<file path="src/rtl/datapath_ctrl_pkg.sv">
// Shared types and encodings for the datapath controller: FSM states, opcode
// fields, ALU/writeback encodings and the decoded-instruction record.
package datapath_ctrl_pkg;

    typedef enum logic [2:0] {
        S_IDLE,
        S_DECODE,
        S_GET_A,
        S_GET_B,
        S_EXEC,
        S_WR_IMM,
        S_WR_REG,
        S_DONE
    } state_t;

    localparam logic [2:0] OPC_MOV = 3'b110;
    localparam logic [2:0] OPC_ALU = 3'b101;

    localparam logic [1:0] OP_MOVI = 2'b10;
    localparam logic [1:0] OP_MOVR = 2'b00;
    localparam logic [1:0] OP_ADD  = 2'b00;
    localparam logic [1:0] OP_CMP  = 2'b01;
    localparam logic [1:0] OP_AND  = 2'b10;
    localparam logic [1:0] OP_MVN  = 2'b11;

    localparam logic [1:0] ALU_ADD  = 2'b00;
    localparam logic [1:0] ALU_SUB  = 2'b01;
    localparam logic [1:0] ALU_AND  = 2'b10;
    localparam logic [1:0] ALU_NOTB = 2'b11;

    localparam logic VSEL_C  = 1'b0;
    localparam logic VSEL_IN = 1'b1;

    typedef struct packed {
        logic [2:0] rn;
        logic [2:0] rd;
        logic [1:0] sh;
        logic [2:0] rm;
        logic       legal;
        logic       is_movi;
        logic       needs_a;
        logic       is_cmp;
        logic       asel_zero;
        logic [1:0] aluop;
    } dec_t;

    // First state after decode for a legal instruction.
    function automatic state_t first_state(input dec_t d);
        if (d.is_movi)
            return S_WR_IMM;
        else if (d.needs_a)
            return S_GET_A;
        else
            return S_GET_B;
    endfunction

endpackage

</file>
<file path="src/rtl/datapath_controller_decoder.sv">
// Combinational instruction decoder: register/shift fields plus legality and
// class flags used by the controller FSM.
module instr_decoder
    import datapath_ctrl_pkg::*;
(
    input  logic [15:0] ir,
    output dec_t        dec
);

    logic [2:0] opc;
    logic [1:0] op;

    assign opc = ir[15:13];
    assign op  = ir[12:11];

    always_comb begin
        dec    = '0;
        dec.rn = ir[10:8];
        dec.rd = ir[7:5];
        dec.sh = ir[4:3];
        dec.rm = ir[2:0];

        if (opc == OPC_MOV && op == OP_MOVI) begin
            dec.legal   = 1'b1;
            dec.is_movi = 1'b1;
        end else if (opc == OPC_MOV && op == OP_MOVR) begin
            dec.legal     = 1'b1;
            dec.asel_zero = 1'b1;
            dec.aluop     = ALU_ADD;
        end else if (opc == OPC_ALU) begin
            dec.legal = 1'b1;
            case (op)
                OP_ADD: begin
                    dec.needs_a = 1'b1;
                    dec.aluop   = ALU_ADD;
                end
                OP_CMP: begin
                    dec.needs_a = 1'b1;
                    dec.is_cmp  = 1'b1;
                    dec.aluop   = ALU_SUB;
                end
                OP_AND: begin
                    dec.needs_a = 1'b1;
                    dec.aluop   = ALU_AND;
                end
                default: begin
                    dec.asel_zero = 1'b1;
                    dec.aluop     = ALU_NOTB;
                end
            endcase
        end
    end

endmodule

</file>
<file path="src/rtl/datapath_controller.sv">
// Multi-cycle controller sequencing the register/shift/ALU datapath through
// read, execute and writeback, one instruction at a time.
module datapath_controller
    import datapath_ctrl_pkg::*;
#(
    parameter int IMM_W = 8
) (
    input  logic        clk,
    input  logic        reset,
    input  logic        start,
    input  logic [15:0] instr,
    output logic        ready,
    output logic        done,
    output logic        illegal,
    output logic [2:0]  readnum,
    output logic [2:0]  writenum,
    output logic        vsel,
    output logic        loada,
    output logic        loadb,
    output logic        asel,
    output logic        bsel,
    output logic [1:0]  shift,
    output logic [1:0]  ALUop,
    output logic        loadc,
    output logic        loads,
    output logic        write,
    output logic [15:0] datapath_in
);

    state_t      state_q, state_d;
    logic [15:0] ir_q, ir_d;
    dec_t        dec;

    logic        ready_d, done_d, illegal_d;
    logic [2:0]  readnum_d, writenum_d;
    logic        vsel_d, loada_d, loadb_d, asel_d;
    logic [1:0]  shift_d, aluop_d;
    logic        loadc_d, loads_d, write_d;

    logic        ready_q, done_q, illegal_q;
    logic [2:0]  readnum_q, writenum_q;
    logic        vsel_q, loada_q, loadb_q, asel_q;
    logic [1:0]  shift_q, aluop_q;
    logic        loadc_q, loads_q, write_q;

    assign ir_d = (state_q == S_IDLE && start) ? instr : ir_q;

    // Decoding the incoming word on the accepting edge lets legal instructions
    // skip DECODE; that state only holds the one-cycle illegal report.
    instr_decoder u_dec (
        .ir  (ir_d),
        .dec (dec)
    );

    always_comb begin
        state_d = state_q;
        case (state_q)
            S_IDLE:   if (start) state_d = dec.legal ? first_state(dec) : S_DECODE;
            S_DECODE: state_d = dec.legal ? first_state(dec) : S_IDLE;
            S_GET_A:  state_d = S_GET_B;
            S_GET_B:  state_d = S_EXEC;
            S_EXEC:   state_d = dec.is_cmp ? S_DONE : S_WR_REG;
            S_WR_REG: state_d = S_DONE;
            S_WR_IMM: state_d = S_DONE;
            S_DONE:   state_d = S_IDLE;
            default:  state_d = S_IDLE;
        endcase
    end

    // Outputs are computed for the state being entered and then registered.
    always_comb begin
        ready_d    = (state_d == S_IDLE);
        done_d     = (state_d == S_DONE);
        illegal_d  = (state_d == S_DECODE) && !dec.legal;
        readnum_d  = '0;
        writenum_d = '0;
        shift_d    = '0;
        aluop_d    = '0;
        if (state_d != S_IDLE && state_d != S_DECODE) begin
            readnum_d  = (state_d == S_GET_A) ? dec.rn : dec.rm;
            writenum_d = dec.is_movi ? dec.rn : dec.rd;
            shift_d    = dec.sh;
            aluop_d    = dec.aluop;
        end
        loada_d = (state_d == S_GET_A);
        loadb_d = (state_d == S_GET_B);
        asel_d  = (state_d == S_EXEC) && dec.asel_zero;
        loadc_d = (state_d == S_EXEC) && !dec.is_cmp;
        loads_d = (state_d == S_EXEC) && dec.is_cmp;
        write_d = (state_d == S_WR_REG) || (state_d == S_WR_IMM);
        vsel_d  = (state_d == S_WR_IMM) ? VSEL_IN : VSEL_C;
    end

    always_ff @(posedge clk or posedge reset) begin
        if (reset) begin
            state_q    <= S_IDLE;
            ir_q       <= '0;
            ready_q    <= 1'b1;
            done_q     <= 1'b0;
            illegal_q  <= 1'b0;
            readnum_q  <= '0;
            writenum_q <= '0;
            vsel_q     <= 1'b0;
            loada_q    <= 1'b0;
            loadb_q    <= 1'b0;
            asel_q     <= 1'b0;
            shift_q    <= '0;
            aluop_q    <= '0;
            loadc_q    <= 1'b0;
            loads_q    <= 1'b0;
            write_q    <= 1'b0;
        end else begin
            state_q    <= state_d;
            ir_q       <= ir_d;
            ready_q    <= ready_d;
            done_q     <= done_d;
            illegal_q  <= illegal_d;
            readnum_q  <= readnum_d;
            writenum_q <= writenum_d;
            vsel_q     <= vsel_d;
            loada_q    <= loada_d;
            loadb_q    <= loadb_d;
            asel_q     <= asel_d;
            shift_q    <= shift_d;
            aluop_q    <= aluop_d;
            loadc_q    <= loadc_d;
            loads_q    <= loads_d;
            write_q    <= write_d;
        end
    end

    assign ready       = ready_q;
    assign done        = done_q;
    assign illegal     = illegal_q;
    assign readnum     = readnum_q;
    assign writenum    = writenum_q;
    assign vsel        = vsel_q;
    assign loada       = loada_q;
    assign loadb       = loadb_q;
    assign asel        = asel_q;
    assign bsel        = 1'b0;
    assign shift       = shift_q;
    assign ALUop       = aluop_q;
    assign loadc       = loadc_q;
    assign loads       = loads_q;
    assign write       = write_q;
    assign datapath_in = {{(16 - IMM_W){ir_q[IMM_W-1]}}, ir_q[IMM_W-1:0]};

endmodule

</file>
<file path="config.mk">
export PLATFORM = sky130hd
export DESIGN_NAME = datapath_controller
export DESIGN_NICKNAME = d
export VERILOG_FILES = /design/src/rtl/datapath_ctrl_pkg.sv /design/src/rtl/datapath_controller_decoder.sv /design/src/rtl/datapath_controller.sv
export SDC_FILE = /design/constraint.sdc
export NUM_CORES = 1
export LEC_CHECK = 0
export ABC_AREA = 1
export ABC_CLOCK_PERIOD_IN_PS = 2800
export BUFFER_PORTS_ARGS = -buffer_cell sky130_fd_sc_hd__clkbuf_2
export CAP_MARGIN = 20
export CORE_MARGIN = 3
export CORE_UTILIZATION = 51
export CTS_CLUSTER_DIAMETER = 150
export CTS_CLUSTER_SIZE = 20
export DETAILED_ROUTE_END_ITERATION = 10
export PLACE_DENSITY = 0.85
export REMOVE_ABC_BUFFERS = 1
export SLEW_MARGIN = 0
export SYNTH_ARGS = -nofsm -noshare
export SYNTH_HDL_FRONTEND = slang
export SYNTH_HIERARCHICAL = 1
export SYNTH_SLANG_ARGS = --single-unit
</file>
<file path="constraint.sdc">
create_clock -name clk -period 2.8 [get_ports clk]
set_input_delay 0.28 -clock clk [delete_from_list [all_inputs] [get_ports clk]]
set_output_delay 0.28 -clock clk [all_outputs]
set_load 0.01 [all_outputs]
</file>
==> results.sh <==
export IMPL_clock_latency_ns=0.29
export IMPL_cts_root_buf="clkbuf_8"
export IMPL_vias_per_cell=4.66
export IMPL_setup_violations=0
export IMPL_design_core_area_sq_um=3520
export IMPL_power_density_nw_per_um2=1270
export IMPL_worstRegToRegCells=17
export IMPL_antenna_found_initial=0
export IMPL_gr_total_overflow=0
export IMPL_worst_path_buf_inv=3
export IMPL_syn_cell_area_sq_um=1950
export IMPL_core_rowCount=21
export IMPL_relSlewSlack_pct=49.3
export IMPL_clkTransAtPathRegs_ns=0.07
export IMPL_routed_wl_um=3270
export IMPL_run_status="complete, no violations"
export IMPL_die_area_sq_um=4610
export IMPL_portBuffers=54
export IMPL_numCtsBuffers=5
export IMPL_grt_pass1_vias=1211
export IMPL_p_total_w=0.00279
export IMPL_crit_arrival_ns=2.68
export IMPL_drt_iter0_drc=89
export IMPL_synth_top_family_by_area="simple AND/OR/NAND/NOR gates"
export IMPL_hold_class="input port to async pin"
export IMPL_final_nets=251
export IMPL_drc_errors=0
export IMPL_critical_path_class="register to register"
export IMPL_cts_buffer_depth=2
export IMPL_synthSimpleGateAreaFrac_pct=22.3
export IMPL_wl_per_cell_um=11.7
export IMPL_fin_crit_ns=2.50
export IMPL_yosysUniqueCellTypes=23
export IMPL_grt_max_degree=22
export IMPL_synth_xor_area_share_pct=0
export IMPL_maxCapViolCount=0
export IMPL_worst_pin_slew_ns=0.760
export IMPL_dp_hpwl_um=2510
export IMPL_die_w_um=67.9
export IMPL_critPathLaunchType="register"
export IMPL_path_cells="nor2_4 -> nand2_4 -> mux2_2 -> nand2_1 -> nor2_2 -> inv_2 -> nand2_1 -> nand2_1 -> nand2_1 -> nand2_1 -> nand2_4 -> nor2_8 -> inv_6 -> nor2_8 -> inv_4 -> nand2_1 -> nor2_1"
export IMPL_diodes=0
export IMPL_yosysSeqAreaShare_pct=50.1
export IMPL_fin_skew_ns=0.00407
export IMPL_track_usage_pct=16.0
export IMPL_end_kind="register"
export IMPL_die_h_um=67.9
export IMPL_postRouteAntennaNets=0
export IMPL_period_share_pct=89.2
export IMPL_syn_inst=198
export IMPL_cp_depth=17
export IMPL_grt_first_pass_wirelength_um=5260
export IMPL_fmax_ghz=0.400
export IMPL_slowest_stage="dfrtp_1"
export IMPL_cp_common_cell="nand2_1"
export IMPL_synth_compound_area_share_pct=1.09
export IMPL_drive_above_1_share_pct=45.1
export IMPL_yosys_warnings=6
export IMPL_rsz0062_at_grt="no"
export IMPL_postCtsHoldBufs=0
export IMPL_multi_input_area_sq_um=646
export IMPL_hold_viol=0
export IMPL_p_leak_nw=1.19
export IMPL_cp_max_fo=8
export IMPL_fin_cells=279
export IMPL_synth_mux_area_share_pct=9.23
export IMPL_fillers=290
export IMPL_synth_fa_ha_area_share_pct=0
export IMPL_place_gp_congestion=0.838
export IMPL_fin_util_pct=62.3
export IMPL_synth_area_per_cell_sq_um=9.86
export IMPL_final_seq_area_sq_um=977
export IMPL_timing_final_max_slew_violations=0
export IMPL_post_cts_buffers=0
export IMPL_ys_ff_latch=39
export IMPL_syn_to_final_growth_pct=12.3
export IMPL_drt_pass1_iter_count=4
export IMPL_numClockSinks=39
export IMPL_vdd_ir_drop_max_v=0.000408
export IMPL_crit_path_max_incr_delay_ns=0.48
export IMPL_cts_tree="built"
export IMPL_via_count=1300
export IMPL_start_util_pct=55.4
export IMPL_io_pins=56
export IMPL_finalSetupTns_ns=0
export IMPL_dp_cells=271
export IMPL_cts_htree_levels=2
export IMPL_path_delay_family="simple AND/OR/NAND/NOR gates"
export IMPL_worst_endpoint_required_ns=2.99
kinds of logic after synthesis:
group	count (synthesis)
AND/OR/NAND/NOR	83
buffers and inverters	55
other	1
multiplexers	16
AO/OA/AOI/OAI	4
flip-flops	39
repair_timing:
action	CTS	global route
setup endpoints to repair	0	3
resized for setup	0	1
endpoints found under the hold margin	0	0
layout make-up:
cell class | instances | area share [%]
clock inverter | 2 | 1.60
clock buffer | 6 | 3.77
inverter | 25 | 4.62
tap | 46 | 2.63
multi-input combinational | 104 | 29.5
sequential | 39 | 44.6
timing repair buffer | 57 | 13.4
flip-flops by register name, indices dropped and copies added, names as in the netlist:
name,count
loada,1
ir_q,16
readnum,3
state_q,3
vsel,1
shift,2
ALUop,2
illegal,1
loads,1
done,1
loadb,1
writenum,3
loadc,1
write,1
asel,1
ready,1
metrics by stage:
| step | instance area, sq um | hold slack [ns] | setup slack (ns) |
|---|---|---|---|
| floorplan | 1720 | 0.447 | 0.331 |
| global placement | 2070 | 0.421 | 0.268 |
| detailed placement | 2070 | 0.427 | 0.208 |
| CTS | 2190 | 0.112 | 0.204 |
| global route | 2190 | 0.151 | 0.116 |
| finish | 2190 | 0.0963 | 0.302 |
per-layer routing:
metal / vias up / GRT usage [%] / routed length [um]
met5: - / 0 / 0
met4: 0 / 8.93 / 82
met3: 8 / 5.42 / 252
met2: 48 / 25.4 / 1530
met1: 593 / 19.1 / 1400
li1: 651 / - / -
cells in the mapped netlist:
library cell	instances	area share, %
nand2_4	3	1.7
nor2_1	20	3.8
mux2_2	16	9.2
buf_4	28	11
dfrtp_1	38	49
dfstp_2	1	1.3
inv_2	3	0.58
buf_6	2	1.2
inv_4	1	0.32
nor2_2	6	1.9
a21oi_1	3	0.77
o22ai_1	1	0.32
nand2_1	34	6.5
nor2_4	2	1.2
inv_1	20	3.8
inv_6	1	0.45
nand2_2	3	0.96
nor3_1	3	0.77
nand4_1	2	0.64
nand3_1	7	1.8
nor2_8	2	2.1
conb_1	1	0.19
nand3_4	1	0.90
final timing paths:
check | start | to | slack [ns]
min in group clk | instr[3] | ir_q[3] | 0.24
worst min-delay path | reset | ir_q[0] | 0.1
max in group asynchronous | reset | ir_q[13] | 1.98
worst max register to register | state_q[2] | readnum[1] | 0.30
worst min register to register | ir_q[15] | ir_q[15] | 0.51
worst max-delay path | state_q[2] | readnum[1] | 0.30
power breakdown:
part,switching (W),total [W],internal (W)
logic,0.000840,0.00137,0.000533
registers,0.000131,0.000946,0.000814
clock network,0.000185,0.000473,0.000288
worst register-to-register path, delay by kind of cell, from the launching register on:
kind	cells	cell delay [ns]
multiplexers	1	0.32
buffers and inverters	3	0.21
AND/OR/NAND/NOR	13	1.37
flip-flops	1	0.48
cells in the final DEF (no fill, tap or decap), drive strengths merged:
cell | Yosys | final
clkinv | 0 | 1
nor2 | 30 | 30
clkbuf | 0 | 60
bufinv | 0 | 1
nand4 | 2 | 2
dfrtp | 38 | 38
buf | 30 | 3
mux2 | 16 | 16
conb | 1 | 1
nor3 | 3 | 3
dfstp | 1 | 1
inv | 25 | 25
a21oi | 3 | 3
nand2 | 40 | 40
o22ai | 1 | 1
nand3 | 8 | 8
No activity file was read; power rests on OpenSTA's default activity.
